<file path="src/rtl/periodic_serial_tx.sv">
`default_nettype none
// ============================================================================
// Module  : periodic_serial_tx
// Brief   : Periodic serial frame transmitter with a programmable standby gap
// Revision: 1.0
// ============================================================================
module periodic_serial_tx #(
  parameter int MSG_W     = 4,
  parameter int SB_W      = 4,
  parameter int MSB_FIRST = 0
) (
  input  logic             CLK,
  input  logic             RST_N,
  input  logic             EN,
  input  logic [MSG_W-1:0] msg,
  input  logic [SB_W-1:0]  SB,
  output logic             state_send,
  output logic             state_out,
  output logic             frame_done,
  output logic             busy
);

  localparam int CNT_W = (MSG_W > 1) ? $clog2(MSG_W) : 1;

  localparam logic [1:0]       C_IDLE     = 2'd0;
  localparam logic [1:0]       C_SEND     = 2'd1;
  localparam logic [1:0]       C_GAP      = 2'd2;
  localparam logic [CNT_W-1:0] C_LAST_BIT = CNT_W'(MSG_W - 1);
  localparam logic [SB_W-1:0]  C_GAP_ONE  = SB_W'(1);

  logic [1:0]       state_q, state_d;
  logic [CNT_W-1:0] bit_cnt_q, bit_cnt_d;
  logic [SB_W-1:0]  gap_cnt_q, gap_cnt_d;
  logic [MSG_W-1:0] shreg_q, shreg_d;
  logic             state_send_q, state_send_d;
  logic             state_out_q, state_out_d;
  logic             frame_done_q, frame_done_d;
  logic             busy_q, busy_d;

  logic             load;
  logic             first_bit;
  logic             next_bit;
  logic [MSG_W-1:0] shreg_shifted;

  // The bit on state_out is always the head of the shift register.
  generate
    if (MSB_FIRST != 0) begin : g_msb_first
      assign first_bit     = msg[MSG_W-1];
      assign next_bit      = shreg_q[MSG_W-2];
      assign shreg_shifted = shreg_q << 1;
    end else begin : g_lsb_first
      assign first_bit     = msg[0];
      assign next_bit      = shreg_q[1];
      assign shreg_shifted = shreg_q >> 1;
    end
  endgenerate

  always_comb begin
    state_d      = state_q;
    bit_cnt_d    = bit_cnt_q;
    gap_cnt_d    = gap_cnt_q;
    shreg_d      = shreg_q;
    state_out_d  = 1'b0;
    frame_done_d = 1'b0;
    load         = 1'b0;

    case (state_q)
      C_IDLE: begin
        if (EN) load = 1'b1;
      end
      C_SEND: begin
        if (bit_cnt_q == C_LAST_BIT) begin
          frame_done_d = 1'b1;
          if (!EN) begin
            state_d = C_IDLE;
          end else if (SB == '0) begin
            load = 1'b1;
          end else begin
            state_d   = C_GAP;
            gap_cnt_d = SB;
          end
        end else begin
          bit_cnt_d   = bit_cnt_q + 1'b1;
          shreg_d     = shreg_shifted;
          state_out_d = next_bit;
        end
      end
      C_GAP: begin
        // Counting down to one, not zero, keeps a full-scale SB from wrapping.
        if (!EN) begin
          state_d   = C_IDLE;
          gap_cnt_d = '0;
        end else if (gap_cnt_q == C_GAP_ONE) begin
          load = 1'b1;
        end else begin
          gap_cnt_d = gap_cnt_q - 1'b1;
        end
      end
      default: begin
        state_d = C_IDLE;
      end
    endcase

    if (load) begin
      state_d     = C_SEND;
      shreg_d     = msg;
      bit_cnt_d   = '0;
      gap_cnt_d   = '0;
      state_out_d = first_bit;
    end

    state_send_d = (state_d == C_SEND);
    busy_d       = (state_d != C_IDLE);
  end

  always_ff @(posedge CLK or negedge RST_N) begin
    if (!RST_N) begin
      state_q      <= C_IDLE;
      bit_cnt_q    <= '0;
      gap_cnt_q    <= '0;
      shreg_q      <= '0;
      state_send_q <= 1'b0;
      state_out_q  <= 1'b0;
      frame_done_q <= 1'b0;
      busy_q       <= 1'b0;
    end else begin
      state_q      <= state_d;
      bit_cnt_q    <= bit_cnt_d;
      gap_cnt_q    <= gap_cnt_d;
      shreg_q      <= shreg_d;
      state_send_q <= state_send_d;
      state_out_q  <= state_out_d;
      frame_done_q <= frame_done_d;
      busy_q       <= busy_d;
    end
  end

  assign state_send = state_send_q;
  assign state_out  = state_out_q;
  assign frame_done = frame_done_q;
  assign busy       = busy_q;

endmodule
`default_nettype wire

</file>
<file path="config.mk">
export PLATFORM = sky130hd
export DESIGN_NAME = periodic_serial_tx
export DESIGN_NICKNAME = d
export VERILOG_FILES = /design/src/rtl/periodic_serial_tx.sv
export SDC_FILE = /design/constraint.sdc
export NUM_CORES = 1
export LEC_CHECK = 0
export CAP_MARGIN = 20
export CORE_MARGIN = 10
export CORE_UTILIZATION = 50
export CTS_BUF_LIST = sky130_fd_sc_hd__clkbuf_4
export DETAILED_ROUTE_END_ITERATION = 8
export PLACE_DENSITY = 0.8
export SLEW_MARGIN = 20
export SYNTH_ARGS = -nofsm -noshare
export SYNTH_HDL_FRONTEND = slang
export SYNTH_SLANG_ARGS = --single-unit
</file>
<file path="constraint.sdc">
create_clock -name CLK -period 5.01 [get_ports CLK]
set_input_delay 1.2525 -clock CLK [delete_from_list [all_inputs] [get_ports CLK]]
set_output_delay 1.2525 -clock CLK [all_outputs]
set_load 0.02 [all_outputs]
</file>
==> key figures, run 1 <==
Synthesis
  • Average size of a mapped cell: 10.3 um^2
  • Yosys Warn Count: 0
  • Seq/Total Area, Yosys: 46.5%
  • Yosys cell types: 29
  • Syn nets: 92
  • Synth top area cells: dfrtp_1, ha_1, nand2_1
  • Cell accounting for the most synthesized area: dfrtp_1
  • Syn Inst Count: between 70 and 80
  • FF+latch count, synth: 15
  • Yosys top cell area share: between 40% and 50%
  • Post-Syn Area: 807 um^2

Layout
  • Most frequent cells in the layout: dfrtp_1, clkdlybuf4s50_1, nand2_1, o21ai_0
  • Synth-to-layout area growth: 20.8%
  • Commonest non-fill, non-tap cell in the layout: dfrtp_1
  • ANT cells: 0
  • Final net count: 108
  • Utilization of the core after routing: between 60% and 70%
  • Layout cells sized above 1: approximately a tenth

CTS
  • Clk slew on worst S/H paths: 0.08 ns
  • Number of H-tree levels: 1
  • Root buffer cell: clkbuf_4
  • Clk buf depth: 2
  • CTS resizes: 0
  • Total CTS buffers: 3
  • CTS tree: done
  • Setup Fix Bufs, Post-CTS: 0
  • Hold_buf cts: 0
  • Skew-Pair Late Insertion Delay: roughly 0.28 ns
  • Clk sink count: 15

STA
  • RSZ-0062 raised after global routing: false
  • Min Tclk post-route: approximately 2.7 ns
  • Post-route setup TNS: 0 ns
  • F_max: 365 MHz
  • Worst Tran Pin Value: 0.639 ns
  • Final Hold Violating Endpoints: 0
  • Clock skew: between 0.002 and 0.003 ns
  • Slew margin rel.: a little under three fifths
  • Period utilisation layout: 54.7%
  • Final-report setup violation count: 0
  • Slew Viols, Final: 0

Route
  • Vias per cell: 5.59
  • Remaining DRCs: 0
  • Drt pass-1 iters: 4
  • Detailed Route WL: 1580 um
  • Routed WL per cell: 14.5 um
  • Vias post-DR: ~600
  • Initial DRC count: 16
  • DRT antenna net count: 0

Placed design
  • GPL Wtd Cong: 0.858
  • Port bufs: 14
  • Post-detail-place hpwl: 1240 um

Hold path
  • Hold path cells: 1
  • Hold Path Class: flip-flop to flip-flop

Critical path
  • CP Capture Type: flip-flop
  • CP Launch Type: primary input
  • CP Data Arrival Time: 2.91 ns
  • Crit path required time: 5.18 ns
  • R2R cell count: 6
  • Worst Path Max Fanout: 11
  • Critical path type: primary input to flip-flop

Global routing
  • First-pass GRT wire length: 2800 um
  • Gr usage total: approximately a tenth
  • Initial antenna violation count: 0
  • Largest net degree at the start of global routing: 16
  • Vias in the first global route: 639
  • Gr ovfl total: 0

Die
  • Chip Width: 60.2 um
  • Die ar.: roughly 0.0036 mm^2
  • Io pins: 15
  • Row cnt: 14
  • Core Region: 0.00152 mm^2
  • Die outline height: between 60 and 70 um
  • Initial Util: roughly 53%

Run status
  • Outcome: finished clean

Power and ir drop
  • Max VDD drop: 0.259 mV
  • PnR Total Power: 0.000541 W
  • Power Density: 555 mW/mm^2
  • Leakage Power: 0.424 nW

Run
  • MaxCap Viol Count: 0
[critical path, cell delays in order]
cell	delay, ns
clkdlybuf4s50_1	0.42
or4_4	0.56
nor2_4	0.14
o21a_4	0.20
mux2_2	0.34
[path summary, 6_finish.rpt]
kind	end	start	slack [ns]
setup / recovery	shreg_q[1]	SB[1]	2.27
hold / removal	state_out	shreg_q[1]	0.48
setup reg to reg	shreg_q[1]	gap_cnt_q[1]	3.11
hold reg to reg	state_out	shreg_q[1]	0.48
max in group asynchronous	state_q[1]	RST_N	3.24
min in group asynchronous	state_out	RST_N	1.36
[synth_stat cells]
library cell	instances
dfrtp_1	15
nand2_1	9
o21ai_0	6
a21oi_1	5
inv_1	5
nand2b_1	5
a2bb2oi_1	3
ha_1	3
a22o_1	2
clkbuf_1	2
mux2_1	2
nor3_1	2
o31ai_1	2
xnor2_1	2
and2_1	1
and3_1	1
and3b_1	1
buf_8	1
mux2_2	1
mux2_4	1
nand3_1	1
nor2_1	1
nor2_4	1
nor2b_1	1
o211ai_1	1
o21a_1	1
o21a_4	1
or3b_1	1
or4_4	1
[kinds of logic after synthesis]
| family | Yosys count | synth area share [%] |
|---|---|---|
| AO/OA/AOI/OAI | 21 | 17.8 |
| XOR/XNOR | 2 | 2.17 |
| adder cells (fa/ha/maj) | 3 | 4.65 |
| buffers and inverters | 8 | 5.12 |
| flip-flops | 15 | 46.5 |
| multiplexers | 4 | 6.05 |
| AND/OR/NAND/NOR | 25 | 17.7 |
[report_power, final]
part | internal, W | total, W | switching [W]
Clock | 0.0000364 | 0.0000736 | 0.0000372
Sequential | 0.000174 | 0.000213 | 0.0000394
Combinational | 0.000133 | 0.000255 | 0.000122
[final cells by class]
cell class	instances	area (um^2)
tap	16	20.0
sequential	15	375
timing repair buffer	14	140
clock buffer	4	30.0
multi-input combinational	55	390
fill	127	549
inverter	5	18.8
[metal layers]
| layer | GRT usage (%) | wire (um) | up-vias |
|---|---|---|---|
| met5 | 0 | 0 | - |
| met4 | 5.77 | 49 | 0 |
| met3 | 4.45 | 121 | 7 |
| met2 | 14.7 | 739 | 23 |
| met1 | 12.5 | 666 | 276 |
| li1 | - | - | 303 |
[flip-flops by register name, indices dropped and copies added (netlist names)]
signal / cells
busy: 1
state_out: 1
shreg_q: 3
frame_done: 1
gap_cnt_q: 4
state_q: 2
bit_cnt_q: 2
state_send: 1
[through the flow]
stage	hold slack (ns)	area (um^2)	setup WS, ns	cells
6_report	0.483	975	2.27	109
5_1_grt	0.509	975	2.24	109
2_1_floorplan	0.459	807	2.44	78
3_5_place_dp	0.482	945	1.97	105
3_3_place_gp	0.473	945	2.00	105
4_1_cts	0.492	975	2.28	109
Power figures use the tool's default switching activity.
==> inputs of run 2 (changes only) <==
==> constraint.sdc (replaced) <==
create_clock -name CLK -period 2.8 [get_ports CLK]
set_input_delay 0.7 -clock CLK [delete_from_list [all_inputs] [get_ports CLK]]
set_output_delay 0.7 -clock CLK [all_outputs]
set_load 0.02 [all_outputs]
==> results of run 2 <==
The final DEF is identical to that of run 1. Status: finished clean.
Among the figures that moved: setup slack after placement 1.97 ns -> 0.311 ns; setup slack after layout 2.27 ns -> 0.614 ns; register-to-register setup slack 3.11 ns -> 0.90 ns; total power 0.000541 W -> 0.000968 W; worst IR drop on VDD 0.259 mV -> 0.463 mV
